==> config.mk <==
export PLATFORM = sky130hd
export DESIGN_NAME = step_display_ctrl_flat
export DESIGN_NICKNAME = d
export VERILOG_FILES = /design/src/rtl/display_pkg.sv /design/src/rtl/step_display_ctrl_if.sv /design/src/rtl/btn_debounce.sv /design/src/rtl/step_display_ctrl.sv /design/src/flat_wrapper.sv
export SDC_FILE = /design/constraint.sdc
export NUM_CORES = 1
export LEC_CHECK = 0
export ABC_CLOCK_PERIOD_IN_PS = 3000
export BUFFER_PORTS_ARGS = -buffer_cell sky130_fd_sc_hd__buf_4
export CAP_MARGIN = 15
export CORE_AREA = 2 2 94 96
export DETAILED_ROUTE_END_ITERATION = 10
export DIE_AREA = 0 0 96 98
export GPL_ROUTABILITY_DRIVEN = 1
export PLACE_DENSITY_LB_ADDON = 0.3
export SETUP_SLACK_MARGIN = 0.1
export SKIP_CTS_REPAIR_TIMING = 1
export SLEW_MARGIN = 20
export SYNTH_ARGS = -nofsm -noshare
export SYNTH_HDL_FRONTEND = slang
export SYNTH_SLANG_ARGS = --single-unit
==> constraint.sdc <==
create_clock -name clk -period 3 [get_ports clk]
set_input_delay 0.3 -clock clk [delete_from_list [all_inputs] [get_ports clk]]
set_output_delay 0.3 -clock clk [all_outputs]
set_load 0.1 [all_outputs]
==> src/rtl/display_pkg.sv <==
// display_pkg: step-FSM state encoding and seven-segment constants shared by step_display_ctrl.
package display_pkg;
    typedef enum logic [1:0] {
        IDLE         = 2'd0,
        HIGH         = 2'd1,
        WAIT_RELEASE = 2'd2
    } stepState_t;
    localparam logic [6:0] SEG_BLANK = 7'b1111111;
    // Active-low {g,f,e,d,c,b,a} patterns for hex digits 0..F.
    localparam logic [6:0] HEX_SEG [16] = '{
        7'b1000000, 7'b1111001, 7'b0100100, 7'b0110000,
        7'b0011001, 7'b0010010, 7'b0000010, 7'b1111000,
        7'b0000000, 7'b0010000, 7'b0001000, 7'b0000011,
        7'b1000110, 7'b0100001, 7'b0000110, 7'b0001110
    };
endpackage

==> src/rtl/step_display_ctrl_if.sv <==
// step_display_ctrl_if: board/CPU-side signals of the step and display front end.
// sw_auto exists only when STEP_AUTO_RUN_EN is defined.
interface step_display_ctrl_if;
    logic        btn_step;
    logic [4:0]  sw_sel;
    logic        sw_mode;
    logic        sw_half;
    logic [31:0] pc_in;
    logic [31:0] reg_in;
    logic [4:0]  reg_sel;
    logic        step_clk;
    logic [3:0]  anode;
    logic [6:0]  cathode;
    logic        dp;
`ifdef STEP_AUTO_RUN_EN
    logic        sw_auto;
    modport master (output btn_step, sw_sel, sw_mode, sw_half, pc_in, reg_in, sw_auto,
                    input reg_sel, step_clk, anode, cathode, dp);
    modport slave  (input btn_step, sw_sel, sw_mode, sw_half, pc_in, reg_in, sw_auto,
                    output reg_sel, step_clk, anode, cathode, dp);
`else
    modport master (output btn_step, sw_sel, sw_mode, sw_half, pc_in, reg_in,
                    input reg_sel, step_clk, anode, cathode, dp);
    modport slave  (input btn_step, sw_sel, sw_mode, sw_half, pc_in, reg_in,
                    output reg_sel, step_clk, anode, cathode, dp);
`endif
endinterface

==> src/rtl/btn_debounce.sv <==
// btn_debounce: two-flop synchronizer plus stability counter; the level follows the input
// only after it has held a new value for DEBOUNCE_CYCLES clocks.
module btn_debounce #(
    parameter int DEBOUNCE_CYCLES = 1000000
) (
    input  logic clk,
    input  logic reset,
    input  logic btnRaw,
    output logic btnLevel
);
    localparam int CW = $clog2(DEBOUNCE_CYCLES) + 1;
    logic sync1, sync2;
    logic [CW-1:0] cnt;
    always_ff @(posedge clk or negedge reset)
        if (!reset) begin
            sync1    <= 1'b0;
            sync2    <= 1'b0;
            cnt      <= '0;
            btnLevel <= 1'b0;
        end else begin
            sync1 <= btnRaw;
            sync2 <= sync1;
            if (sync2 == btnLevel)
                cnt <= '0;
            else if (cnt == CW'(DEBOUNCE_CYCLES - 1)) begin
                btnLevel <= sync2;
                cnt      <= '0;
            end else
                cnt <= cnt + CW'(1);
        end
endmodule

==> src/rtl/step_display_ctrl.sv <==
// step_display_ctrl: debounced single-step clock for the pipeline and a 4-digit hex PC/register display.
// Define STEP_AUTO_RUN_EN to add the sw_auto periodic step generator.
module step_display_ctrl
    import display_pkg::*;
#(
    parameter int DEBOUNCE_CYCLES  = 1000000,
    parameter int SCAN_CYCLES      = 50000,
    parameter int STEP_HIGH_CYCLES = 4,
    parameter int AUTO_PERIOD      = 25000000
) (
    input logic clk,
    input logic reset,
    step_display_ctrl_if.slave bus
);
    localparam int HW = $clog2(STEP_HIGH_CYCLES) + 1;
    localparam int SW = $clog2(SCAN_CYCLES) + 1;

    if (DEBOUNCE_CYCLES < 1 || SCAN_CYCLES < 1 || STEP_HIGH_CYCLES < 1 || AUTO_PERIOD < 1) begin : g_badParams
        $error("step_display_ctrl: timing parameters must be at least 1");
    end

    stepState_t state, stateNext;
    logic [HW-1:0] highCnt;
    logic btnLevel, autoTick, stepTrig;

    btn_debounce #(.DEBOUNCE_CYCLES(DEBOUNCE_CYCLES)) u_debounce (
        .clk(clk),
        .reset(reset),
        .btnRaw(bus.btn_step),
        .btnLevel(btnLevel)
    );

`ifdef STEP_AUTO_RUN_EN
    localparam int AW = $clog2(AUTO_PERIOD) + 1;
    logic [AW-1:0] autoCnt;
    assign autoTick = bus.sw_auto && autoCnt == AW'(AUTO_PERIOD - 1);
    always_ff @(posedge clk or negedge reset)
        if (!reset)
            autoCnt <= '0;
        else
            autoCnt <= (!bus.sw_auto || autoTick) ? '0 : autoCnt + AW'(1);
`else
    assign autoTick = 1'b0;
`endif

    // IDLE is only re-entered with the level low, so a high level seen in IDLE is a fresh press.
    assign stepTrig = btnLevel || autoTick;

    always_ff @(posedge clk or negedge reset)
        if (!reset) begin
            state   <= IDLE;
            highCnt <= '0;
        end else begin
            state   <= stateNext;
            highCnt <= (state == HIGH) ? highCnt + HW'(1) : '0;
        end

    always_comb begin
        stateNext = state;
        case (state)
            IDLE:         if (stepTrig) stateNext = HIGH;
            HIGH:         if (highCnt == HW'(STEP_HIGH_CYCLES - 1)) stateNext = WAIT_RELEASE;
            WAIT_RELEASE: if (!btnLevel) stateNext = IDLE;
            default:      stateNext = IDLE;
        endcase
    end

    always_comb bus.step_clk = (state == HIGH);

    logic [SW-1:0] scanCnt;
    logic [1:0] digit, digitNext;
    logic [15:0] dispVal, dispNext;
    logic [31:0] viewVal;
    logic scanWrap;

    // The shown value only changes on the digit 3 -> 0 wrap, so a frame never mixes two values.
    always_comb begin
        viewVal   = bus.sw_mode ? bus.reg_in : bus.pc_in;
        scanWrap  = scanCnt == SW'(SCAN_CYCLES - 1);
        digitNext = scanWrap ? digit + 2'd1 : digit;
        dispNext  = (scanWrap && digit == 2'd3) ? (bus.sw_half ? viewVal[31:16] : viewVal[15:0]) : dispVal;
    end

    always_ff @(posedge clk or negedge reset)
        if (!reset) begin
            scanCnt     <= '0;
            digit       <= '0;
            dispVal     <= '0;
            bus.reg_sel <= '0;
            bus.anode   <= 4'b1110;
            bus.cathode <= HEX_SEG[0];
            bus.dp      <= 1'b1;
        end else begin
            scanCnt     <= scanWrap ? '0 : scanCnt + SW'(1);
            digit       <= digitNext;
            dispVal     <= dispNext;
            bus.reg_sel <= bus.sw_sel;
            bus.anode   <= ~(4'b0001 << digitNext);
            bus.cathode <= HEX_SEG[dispNext[{digitNext, 2'b00} +: 4]];
            bus.dp      <= !(bus.sw_mode && digitNext == 2'd3);
        end
endmodule
==> src/flat_wrapper.sv <==
// flat-port wrapper written by rule: the top's interface ports become plain ports
module step_display_ctrl_flat import display_pkg::*;
#(
    parameter int DEBOUNCE_CYCLES  = 1000000,
    parameter int SCAN_CYCLES      = 50000,
    parameter int STEP_HIGH_CYCLES = 4,
    parameter int AUTO_PERIOD      = 25000000
)
  (clk, reset, bus_btn_step, bus_sw_sel, bus_sw_mode, bus_sw_half, bus_pc_in, bus_reg_in, bus_reg_sel, bus_step_clk, bus_anode, bus_cathode, bus_dp);
  step_display_ctrl_if bus_i ();
  input logic clk;
  input logic reset;
  input wire logic [$bits(bus_i.btn_step)-1:0] bus_btn_step;
  input wire logic [$bits(bus_i.sw_sel)-1:0] bus_sw_sel;
  input wire logic [$bits(bus_i.sw_mode)-1:0] bus_sw_mode;
  input wire logic [$bits(bus_i.sw_half)-1:0] bus_sw_half;
  input wire logic [$bits(bus_i.pc_in)-1:0] bus_pc_in;
  input wire logic [$bits(bus_i.reg_in)-1:0] bus_reg_in;
  output wire logic [$bits(bus_i.reg_sel)-1:0] bus_reg_sel;
  output wire logic [$bits(bus_i.step_clk)-1:0] bus_step_clk;
  output wire logic [$bits(bus_i.anode)-1:0] bus_anode;
  output wire logic [$bits(bus_i.cathode)-1:0] bus_cathode;
  output wire logic [$bits(bus_i.dp)-1:0] bus_dp;
  assign bus_i.btn_step = bus_btn_step;
  assign bus_i.sw_sel = bus_sw_sel;
  assign bus_i.sw_mode = bus_sw_mode;
  assign bus_i.sw_half = bus_sw_half;
  assign bus_i.pc_in = bus_pc_in;
  assign bus_i.reg_in = bus_reg_in;
  assign bus_reg_sel = bus_i.reg_sel;
  assign bus_step_clk = bus_i.step_clk;
  assign bus_anode = bus_i.anode;
  assign bus_cathode = bus_i.cathode;
  assign bus_dp = bus_i.dp;
  step_display_ctrl #(.DEBOUNCE_CYCLES(DEBOUNCE_CYCLES), .SCAN_CYCLES(SCAN_CYCLES), .STEP_HIGH_CYCLES(STEP_HIGH_CYCLES), .AUTO_PERIOD(AUTO_PERIOD)) u_core (.clk(clk), .reset(reset), .bus(bus_i));
endmodule
* After elaboration in Yosys (flattened, before gate mapping)
Memories as Yosys holds them, arrays and structs flattened. A register that Yosys moved wholly into a read port is not among the register bits.
Cells that the tools add are included.
** Word-level totals
- Register bits after elaboration :: 74
- Memory bits (read-only) :: 112
- Bits of input ports :: 74
- Output and inout bits :: 18
- Word-level logic and storage cells :: 52
- Memories :: 1
** Memories
- (no name shown) :: words 16, width 7, read ports 1, clocked after Yosys merged registers in 1, write ports 0, line step_display_ctrl.sv:99 : bus.cathode <= HEX_SEG[dispNext[{digitNext, 2'b00} +: 4]];
** Operators by class
- Add/subtract/negate cells :: 4
- Equality and inequality tests :: 11
- Shift operators :: 2
- Muxes and demuxes :: 12
- Bitwise operators :: 3
- Reductions and logical operators :: 7
** Operators by type and width (number)
- two-way mux 21 bit :: 2
- two-way mux 16 bit :: 2
- two-way mux 32 bit :: 1
- adder 21 x 1 -> 21 bit (second input constant) :: 1
- equality test 21 x 20 -> 1 bit (second input constant) :: 1
- adder 17 x 1 -> 17 bit (second input constant) :: 1
- equality test 17 x 16 -> 1 bit (second input constant) :: 1
- two-way mux 17 bit :: 1
- indexed part select 16 x 5 -> 4 bit :: 1
- two-way mux 2 bit :: 4
- equality test 2 bit (second input constant) :: 3
- one-hot mux 2 bit (3 select lines) :: 1
- inverter 4 -> 5 bit :: 1
- != test 2 bit (second input constant) :: 2
- inverter 4 bit :: 1
- left shift 1 x 2 -> 4 bit (first input constant) :: 1
- adder 3 x 1 -> 3 bit (second input constant) :: 1
- equality test 3 x 2 -> 1 bit (second input constant) :: 1
- two-way mux 3 bit :: 1
- AND reduction 3 bit :: 1
- adder 2 x 1 -> 2 bit (second input constant) :: 1
- equality test 2 x 1 -> 1 bit (second input constant) :: 1
- logical AND 1 bit :: 2
- zero test 1 bit :: 2
- other kinds (5) :: 5

* Logic depth before layout (Yosys ltp)
Gate-level depths: netlist of the first run.
- Word-level depth :: 5
- Gate-level depth with buffers :: 13

* By module
Synthesis of the first run repeated with hierarchy kept, for this count alone.
** Unflattened totals
- Cells, all modules :: 335
- Area, all modules :: 4101.4 µm²
** Modules (own cells, without submodules)
- step_display_ctrl :: instances 1, cells an instance 219, area an instance 2946.6 µm², seq. area each 1432.6 µm²
- btn_debounce :: instances 1, cells an instance 116, area an instance 1154.9 µm², seq. area each 600.6 µm²

* Least setup slack after synthesis of the first run
OpenSTA, ideal clock, no wires.
- Path kind :: flip-flop to flip-flop
- Start :: register u_core.scanCnt[4]
- End :: register u_core.bus.cathode[3]
- Arrival time :: 3.161 ns
- Required time :: 2.862 ns
- Setup slack :: -0.299 ns
- Cell stages (with the launch flop) :: 11
- Path buffers :: 1
- Period minus slack after synthesis :: 3.299 ns
- Path through :: dfrtp_1 -> or4b_4 -> nor4b_4 -> mux2_4 -> buf_8 -> mux2i_1 -> mux2i_1 -> inv_1 -> ha_1 -> inv_1 -> mux4_2
** On the way
- Elaborated cells between the ends (all ways) :: 6
** RTL lines
- start, declared :: line step_display_ctrl.sv:70 : logic [SW-1:0] scanCnt;
- start signal, assigned :: line step_display_ctrl.sv:94 : scanCnt <= scanWrap ? '0 : scanCnt + SW'(1);
- equality test 17 x 16 -> 1 bit :: line step_display_ctrl.sv:79 : scanWrap = scanCnt == SW'(SCAN_CYCLES - 1);
- two-way mux 2 bit :: line step_display_ctrl.sv:80 : digitNext = scanWrap ? digit + 2'd1 : digit;
- named net u_core.digitNext[1] :: line step_display_ctrl.sv:71 : logic [1:0] digit, digitNext;
- indexed part select 16 x 5 -> 4 bit :: line step_display_ctrl.sv:99
- inverter 4 -> 5 bit (implied by the code) :: line step_display_ctrl.sv:99
- end, declared :: line step_display_ctrl_if.sv:25 : output reg_sel, step_clk, anode, cathode, dp);
The timed path passes the listed nets, and every way through them passes these cells.
A chain may end at the register's enable or synchronous reset.

* Final worst setup path of the first run
- Start :: register u_core.scanCnt[11]
- End :: register u_core.bus.cathode[3]
** On the way
- Longest elaborated chain between the ends :: 5
- Elaborated cells between the ends (all ways) :: 6
** Ends and longest elaborated chain
- equality test 17 x 16 -> 1 bit (*) :: line step_display_ctrl.sv:79
- logical AND 1 bit :: line step_display_ctrl.sv:81 : dispNext = (scanWrap && digit == 2'd3) ? (bus.sw_half ? viewVal[31:16] : viewVal[15:0]) : dispVal;
- two-way mux 16 bit :: line step_display_ctrl.sv:81
- indexed part select 16 x 5 -> 4 bit (*) :: line step_display_ctrl.sv:99
- inverter 4 -> 5 bit (implied by the code) (*) :: line step_display_ctrl.sv:99
Every way passes the cells marked *; elsewhere a longest branch is shown, timed or not.

==> results of run 1 <==
flip-flops by register name, summed over array words and instances, names as in the netlist, 2 cells and up:
name                   count
u_core.scanCnt            17
u_core.bus.reg_sel         5
u_core.digit               2
u_core.highCnt             3
u_core.bus.anode           4
u_core.bus.cathode         7
u_core.u_debounce.cnt     21
u_core.state               2
u_core.dispVal            16
where the power goes:
group          switching (uW)  internal, uW
logic                     277           191
clock network             389           554
registers                17.8          1140
layer usage:
metal  wire length [um]  vias to the layer above  global-route usage, %
met2               4030                       79                   30.0
met1               3280                     1407                   23.1
li1                   -                     1357                      -
met3                407                       11                   5.09
met4                 97                        0                   6.15
met5                  0                        -                      0
how the worst max path moves through the flow:
stage	cells past startpoint	endpoint	slack (ns)
after floorplan	10	u_core.bus.cathode[3]	-0.22
after global placement	9	u_core.bus.cathode[3]	0.05
after detailed placement	9	u_core.bus.cathode[3]	0.02
after CTS	9	u_core.bus.cathode[3]	0.01
after global routing	9	u_core.bus.cathode[3]	-0.1
final	7	u_core.bus.cathode[3]	0.03
stage by stage:
| stage | total power, uW | worst slack, ns |
|---|---|---|
| 2_1_floorplan | 1480 | -0.225 |
| 3_3_place_gp | 1630 | 0.0472 |
| 3_5_place_dp | 1640 | 0.0154 |
| 4_1_cts | 2580 | 0.00972 |
| 5_1_grt | 2680 | -0.0974 |
| 6_report | 2570 | 0.0285 |
critical path, stage by stage (launching register included):
cell and delay [ns]:
dfrtp_1 0.38, or4b_4 0.56, nor4b_4 0.33, mux2_4 0.38, buf_4 0.18, mux2i_1 0.15
mux2i_4 0.33, mux4_2 0.54
layout by cell type (no fill, tap or decap), types with 3 or more instances in the layout:
cell	netlist	final
and3_1	7	7
ha_1	11	11
bufinv_16	0	3
mux4_2	17	17
nand3_1	23	23
mux2_2	19	18
a21oi_1	3	3
nor3b_1	4	4
xor2_1	17	17
inv_1	10	9
nor3_1	6	6
dfstp_2	5	5
clkbuf_8	0	9
buf_4	0	107
o21ai_0	3	3
dfrtp_1	76	76
xnor2_1	18	18
mux2i_1	13	11
buf_6	1	3
nand2_1	17	17
nor2_1	37	37
kinds of logic (layout without fill, tap and decap cells):
group / Yosys count / in the layout
xor+xnor: 35 / 35
fa+ha+maj: 11 / 11
flops: 81 / 81
buf+inv: 22 / 137
mux: 51 / 51
simple gates: 112 / 112
compound gates: 14 / 14
layout make-up:
type	instances	area share, %
clock buffers	11	2.53
clock inverters	5	2.00
inverters	10	0.724
multi-input cells	223	36.4
flip-flops and latches	81	39.2
well taps	108	2.60
repair buffers	111	16.5
==> impl_metrics.ini, run 1 <==
[setup_path]
r2r_end = u_core.bus.cathode[3]
crit-reg2reg-launch = u_core.scanCnt[11]
worstSetupStartpointType = flip-flop
setup.reg_to_reg.worst_slack_ns = 0.03
critPathMaxFanout = 8
worstSetupEndpointType = flip-flop
timing.critical_path.from = u_core.scanCnt[11]
critPathKind = reg2reg
cp_data_arrival_time_ns = 3.20
reg2reg_depth = 7
timing.critical_path.required_ns = 3.23

[sta]
setup_repair_after_global_routing_missed_its_margin = true
hold_ws_ns = -0.00930
final_slew_violations = 0
setup_viol = 0
fin_crit_sh_pct = 99.1
final_hold_viol_count = 4
tightest_slew_ns = 0.722
setup_total_negative_slack_ns = 0
timing.max_slew.rel_slack_pct = 51.8
finClkSkew_ns = 0.0127
minimum_clock_period_after_layout_ns = 2.97
max_clock_freq_mhz = 337

[synthesis]
synth_commonest_cells = dfrtp_1 (76), nor2_1 (37), nand3_1 (23), mux2_2 (19), xnor2_1 (18)
post_synth_xor_area_fraction_pct = 7.64
most_frequent_cell_after_synthesis = dfrtp_1
post_synth_instance_area_mm2 = 0.00401
synth_compound_area_share_pct = 2.28
synth_edf_count = 0
top_cells_by_area_in_the_synthesized_netlist = dfrtp_1 (47%), mux4_2 (9.5%), mux2_2 (5.3%), xnor2_1 (3.9%), xor2_1 (3.7%)
synth_top_cell_area_share_pct = 47.4
mappedNetlistNets = 411
seq_area_frac_synth_pct = 50.7
yosysTopAreaCell = dfrtp_1
ys.warnings.count = 0
netlist_instances = 326
avgSynthCellArea_um2 = 12.3
synth_flop_cell = dfrtp_1
yosys.area_share.simple_pct = 14.2
synth.area.mux_share_pct = 19.1
synth_cell_type_count = 43
synth_top_family_by_area = multiplexers
synth_seq_cells = 81
synth-async-reset-ratio_pct = 100
synth-adder-area-share_pct = 3.43

[flow_run]
timing.max_cap.violations = 0

[placement]
place.detailed.hpwl_um = 5890
placedCellCount = 527
gp_congestion = 0.782
dpl_cell_area_mm2 = 0.00488
numPortBuffers = 91

[global_route]
grt_max_degree = 82
grt_overflow_total = 0
antenna_found_initial = 0
gr-usage-all-layers_pct = 18.3
first_global_vias = 2994
first_pass_grt_wire_length_um = 13300

[detailed_routing]
drt-total-wl_um = 7820
detail_route.wl_per_cell_um = 14.2
drtPass1Iterations = 4
detail_route.drc_violations = 0
drtAntennaViolNets = 0
avgViaCountPerCell = 5.20
detailedRoute.firstIterationViolations = 56
route.vias.total = 2854

[die]
floorplan.io_pins = 92
placement_rows = 34
design.core.area_mm2 = 0.00847
die_area_mm2 = 0.00941
die_h_um = 98
initial_utilization_pct = 47.4
die-width_um = 96

[cells_and_area]
fin_util_pct = 61.3
final.fill_count = 716
final_layout_size_suffix_gt1_share_pct = 40.1
multi_input_area_mm2 = 0.00189
register_area_mm2 = 0.00203
final_instance_count_excl_fillers = 549
antenna-diode-count = 0
area.growth.synth_to_final_pct = 29.3
finalInstanceArea_mm2 = 0.00519
fin_nets = 521

[status]
run_status = complete, but fails checks
violations = negative hold slack

[clock_network]
clock-root-buffer = clkbuf_8
cts_max_path_buffers = 2
htreeDepth = 3
clkLatencyLatePin_ns = 0.35
clock-sinks = 81
cts_made_buffers = 9
clock_slew_at_the_register_clock_pins_of_the_worst_setup_and_hold_paths_ns = 0.09
tritoncts = done

[power_and_ir_drop]
p_leak_uw = 0.00239
power_density_mw_per_mm2 = 495
ir_worst_vdd_v = 0.000228

[min_path]
hp-class = in2async
Power figures use the tool's default switching activity.
==> run 2, diff against run 1 <==
ABC_CLOCK_PERIOD_IN_PS = 2500   (was 3000)
PLACE_DENSITY = 0.75   (was unset)
PLACE_DENSITY_LB_ADDON = unset   (was 0.3)
SKIP_LAST_GASP = 1   (was unset)
clock period = 2.5 ns   (was 3 ns; I/O delays follow)
==> run 2 against run 1 <==
The run ends with negative setup slack left. Sequential cell count unchanged. Sequential share of layout area is 1.4 points lower. Register-to-register slack got worse by 0.54 ns. Utilization grew 2.3 points. First-iteration DRC count up 34%. Worst hold slack improved by 0.37 ns. Largest power group unchanged.
==> impl_metrics.ini, run 2 (same netlist as run 1, synthesis figures left out) <==
[status]
run_status = complete, but fails checks
violations = negative setup slack

[placement]
gp_congestion = 0.764
numPortBuffers = 91
place.detailed.hpwl_um = 6240

[setup_path]
worstSetupEndpointType = flip-flop
timing.critical_path.required_ns = 2.73
cp_data_arrival_time_ns = 3.24
critPathKind = reg2reg
worstSetupStartpointType = flip-flop
critPathMaxFanout = 5

[detailed_routing]
drtAntennaViolNets = 0
detail_route.wl_per_cell_um = 14.8
route.vias.total = 2963
avgViaCountPerCell = 5.16
detailedRoute.firstIterationViolations = 75
drtPass1Iterations = 4
detail_route.drc_violations = 0
drt-total-wl_um = 8470

[die]
die_area_mm2 = 0.00941
die_h_um = 98
initial_utilization_pct = 47.4
die-width_um = 96
floorplan.io_pins = 92
design.core.area_mm2 = 0.00847
placement_rows = 34

[global_route]
antenna_found_initial = 0
first_pass_grt_wire_length_um = 14200
grt_max_degree = 82
grt_overflow_total = 0
first_global_vias = 3189
gr-usage-all-layers_pct = 19.5

[sta]
setup_repair_after_global_routing_missed_its_margin = true
final_slew_violations = 0
timing.max_slew.rel_slack_pct = 52.9
fin_crit_sh_pct = 121
tightest_slew_ns = 0.706
max_clock_freq_mhz = 332
setup_viol = 7
minimum_clock_period_after_layout_ns = 3.01
setup_ws_ns = -0.514
hold_ws_ns = 0.361
final_hold_viol_count = 0
finClkSkew_ns = 0.00710

[cells_and_area]
final_layout_size_suffix_gt1_share_pct = 43.3
largest_register_ffs = 21
fin_nets = 546
largest_register = u_core.u_debounce.cnt
area.growth.synth_to_final_pct = 34.2
most_common_cell_after_layout_fill_and_taps_aside = buf_4
most-common-layout-cells = buf_4 (128), dfrtp_1 (76), nor2_1 (37), nand3_1 (23), mux2_2 (19)
antenna-diode-count = 0
largest_registers = u_core.u_debounce.cnt x21, u_core.scanCnt x17, u_core.dispVal x16

[clock_network]
cts_made_buffers = 9
htreeDepth = 3
cts_max_path_buffers = 2
clock-sinks = 81
clkLatencyLatePin_ns = 0.35
tritoncts = done
clock_slew_at_the_register_clock_pins_of_the_worst_setup_and_hold_paths_ns = 0.08
clock-root-buffer = clkbuf_8

[power_and_ir_drop]
fin_total_pwr_uw = 3020
p_leak_uw = 0.00249
ir_worst_vdd_v = 0.000262
power_density_mw_per_mm2 = 561

[flow_run]
timing.max_cap.violations = 0

[min_path]
hp-class = reg2reg
-- run 2: cell types whose count changed in the layout (fill, tap and decap cells not counted), sizes merged --
cell and change:
buf +18, dlygate4sd3 +7, clkbuf +2, bufinv -1, clkinv -1
-- run 2: final cells by class --
cell class / instances / area [um2]
Inverter: 10 / 37.5
Timing Repair Buffer: 136 / 1040
Tap cell: 108 / 135
Multi-Input combinational cell: 223 / 1920
Clock inverter: 3 / 65.1
Sequential cell: 81 / 2030
Clock buffer: 13 / 149
Fill cell: 653 / 3080
-- run 2: worst max-delay path, cell delays in order, from the launching register on --
cell,delay [ns]
dfrtp_1,0.38
or4b_4,0.56
nor4b_4,0.35
mux2_4,0.38
mux2i_2,0.17
mux2i_2,0.20
inv_2,0.09
ha_4,0.27
inv_2,0.03
mux4_2,0.44
-- run 2: stage by stage --
step | area (um2) | setup WS, ns | utilization (%) | instances | setup TNS [ns]
after detailed placement | 5040 | -0.522 | 59.6 | 550 | -2.76
after CTS | 5260 | -0.526 | 62.1 | 566 | -2.91
final | 5380 | -0.514 | 63.6 | 574 | -2.96
after global placement | 5040 | -0.412 | 59.6 | 550 | -2.25
after floorplan | 4020 | -0.725 | - | 326 | -3.50
after global routing | 5380 | -0.603 | 63.6 | 574 | -3.68
-- run 2: final timing paths --
check	from	endpoint	slack, ns	cells past startpoint
max reg2reg	u_core.scanCnt[5]	u_core.bus.cathode[3]	-0.51	9
min	u_core.u_debounce.sync1	u_core.u_debounce.sync2	0.36	0
min reg2reg	u_core.u_debounce.sync1	u_core.u_debounce.sync2	0.36	0
max in group asynchronous	reset	u_core.dispVal[5]	1.53	2
min in group asynchronous	reset	u_core.u_debounce.cnt[5]	0.49	2
max	u_core.scanCnt[5]	u_core.bus.cathode[3]	-0.51	9
-- run 2: report_power, final --
part           internal [uW]  switching (uW)  total, uW
clock network            590             446       1040
registers               1370            20.9       1390
logic                    248             346        594
-- run 2: per-layer routing --
metal,part of all wire [%],global-route usage [%]
met1,39,22.7
met2,53,33.5
met5,0,0
met4,2.3,9.12
met3,5.8,4.55
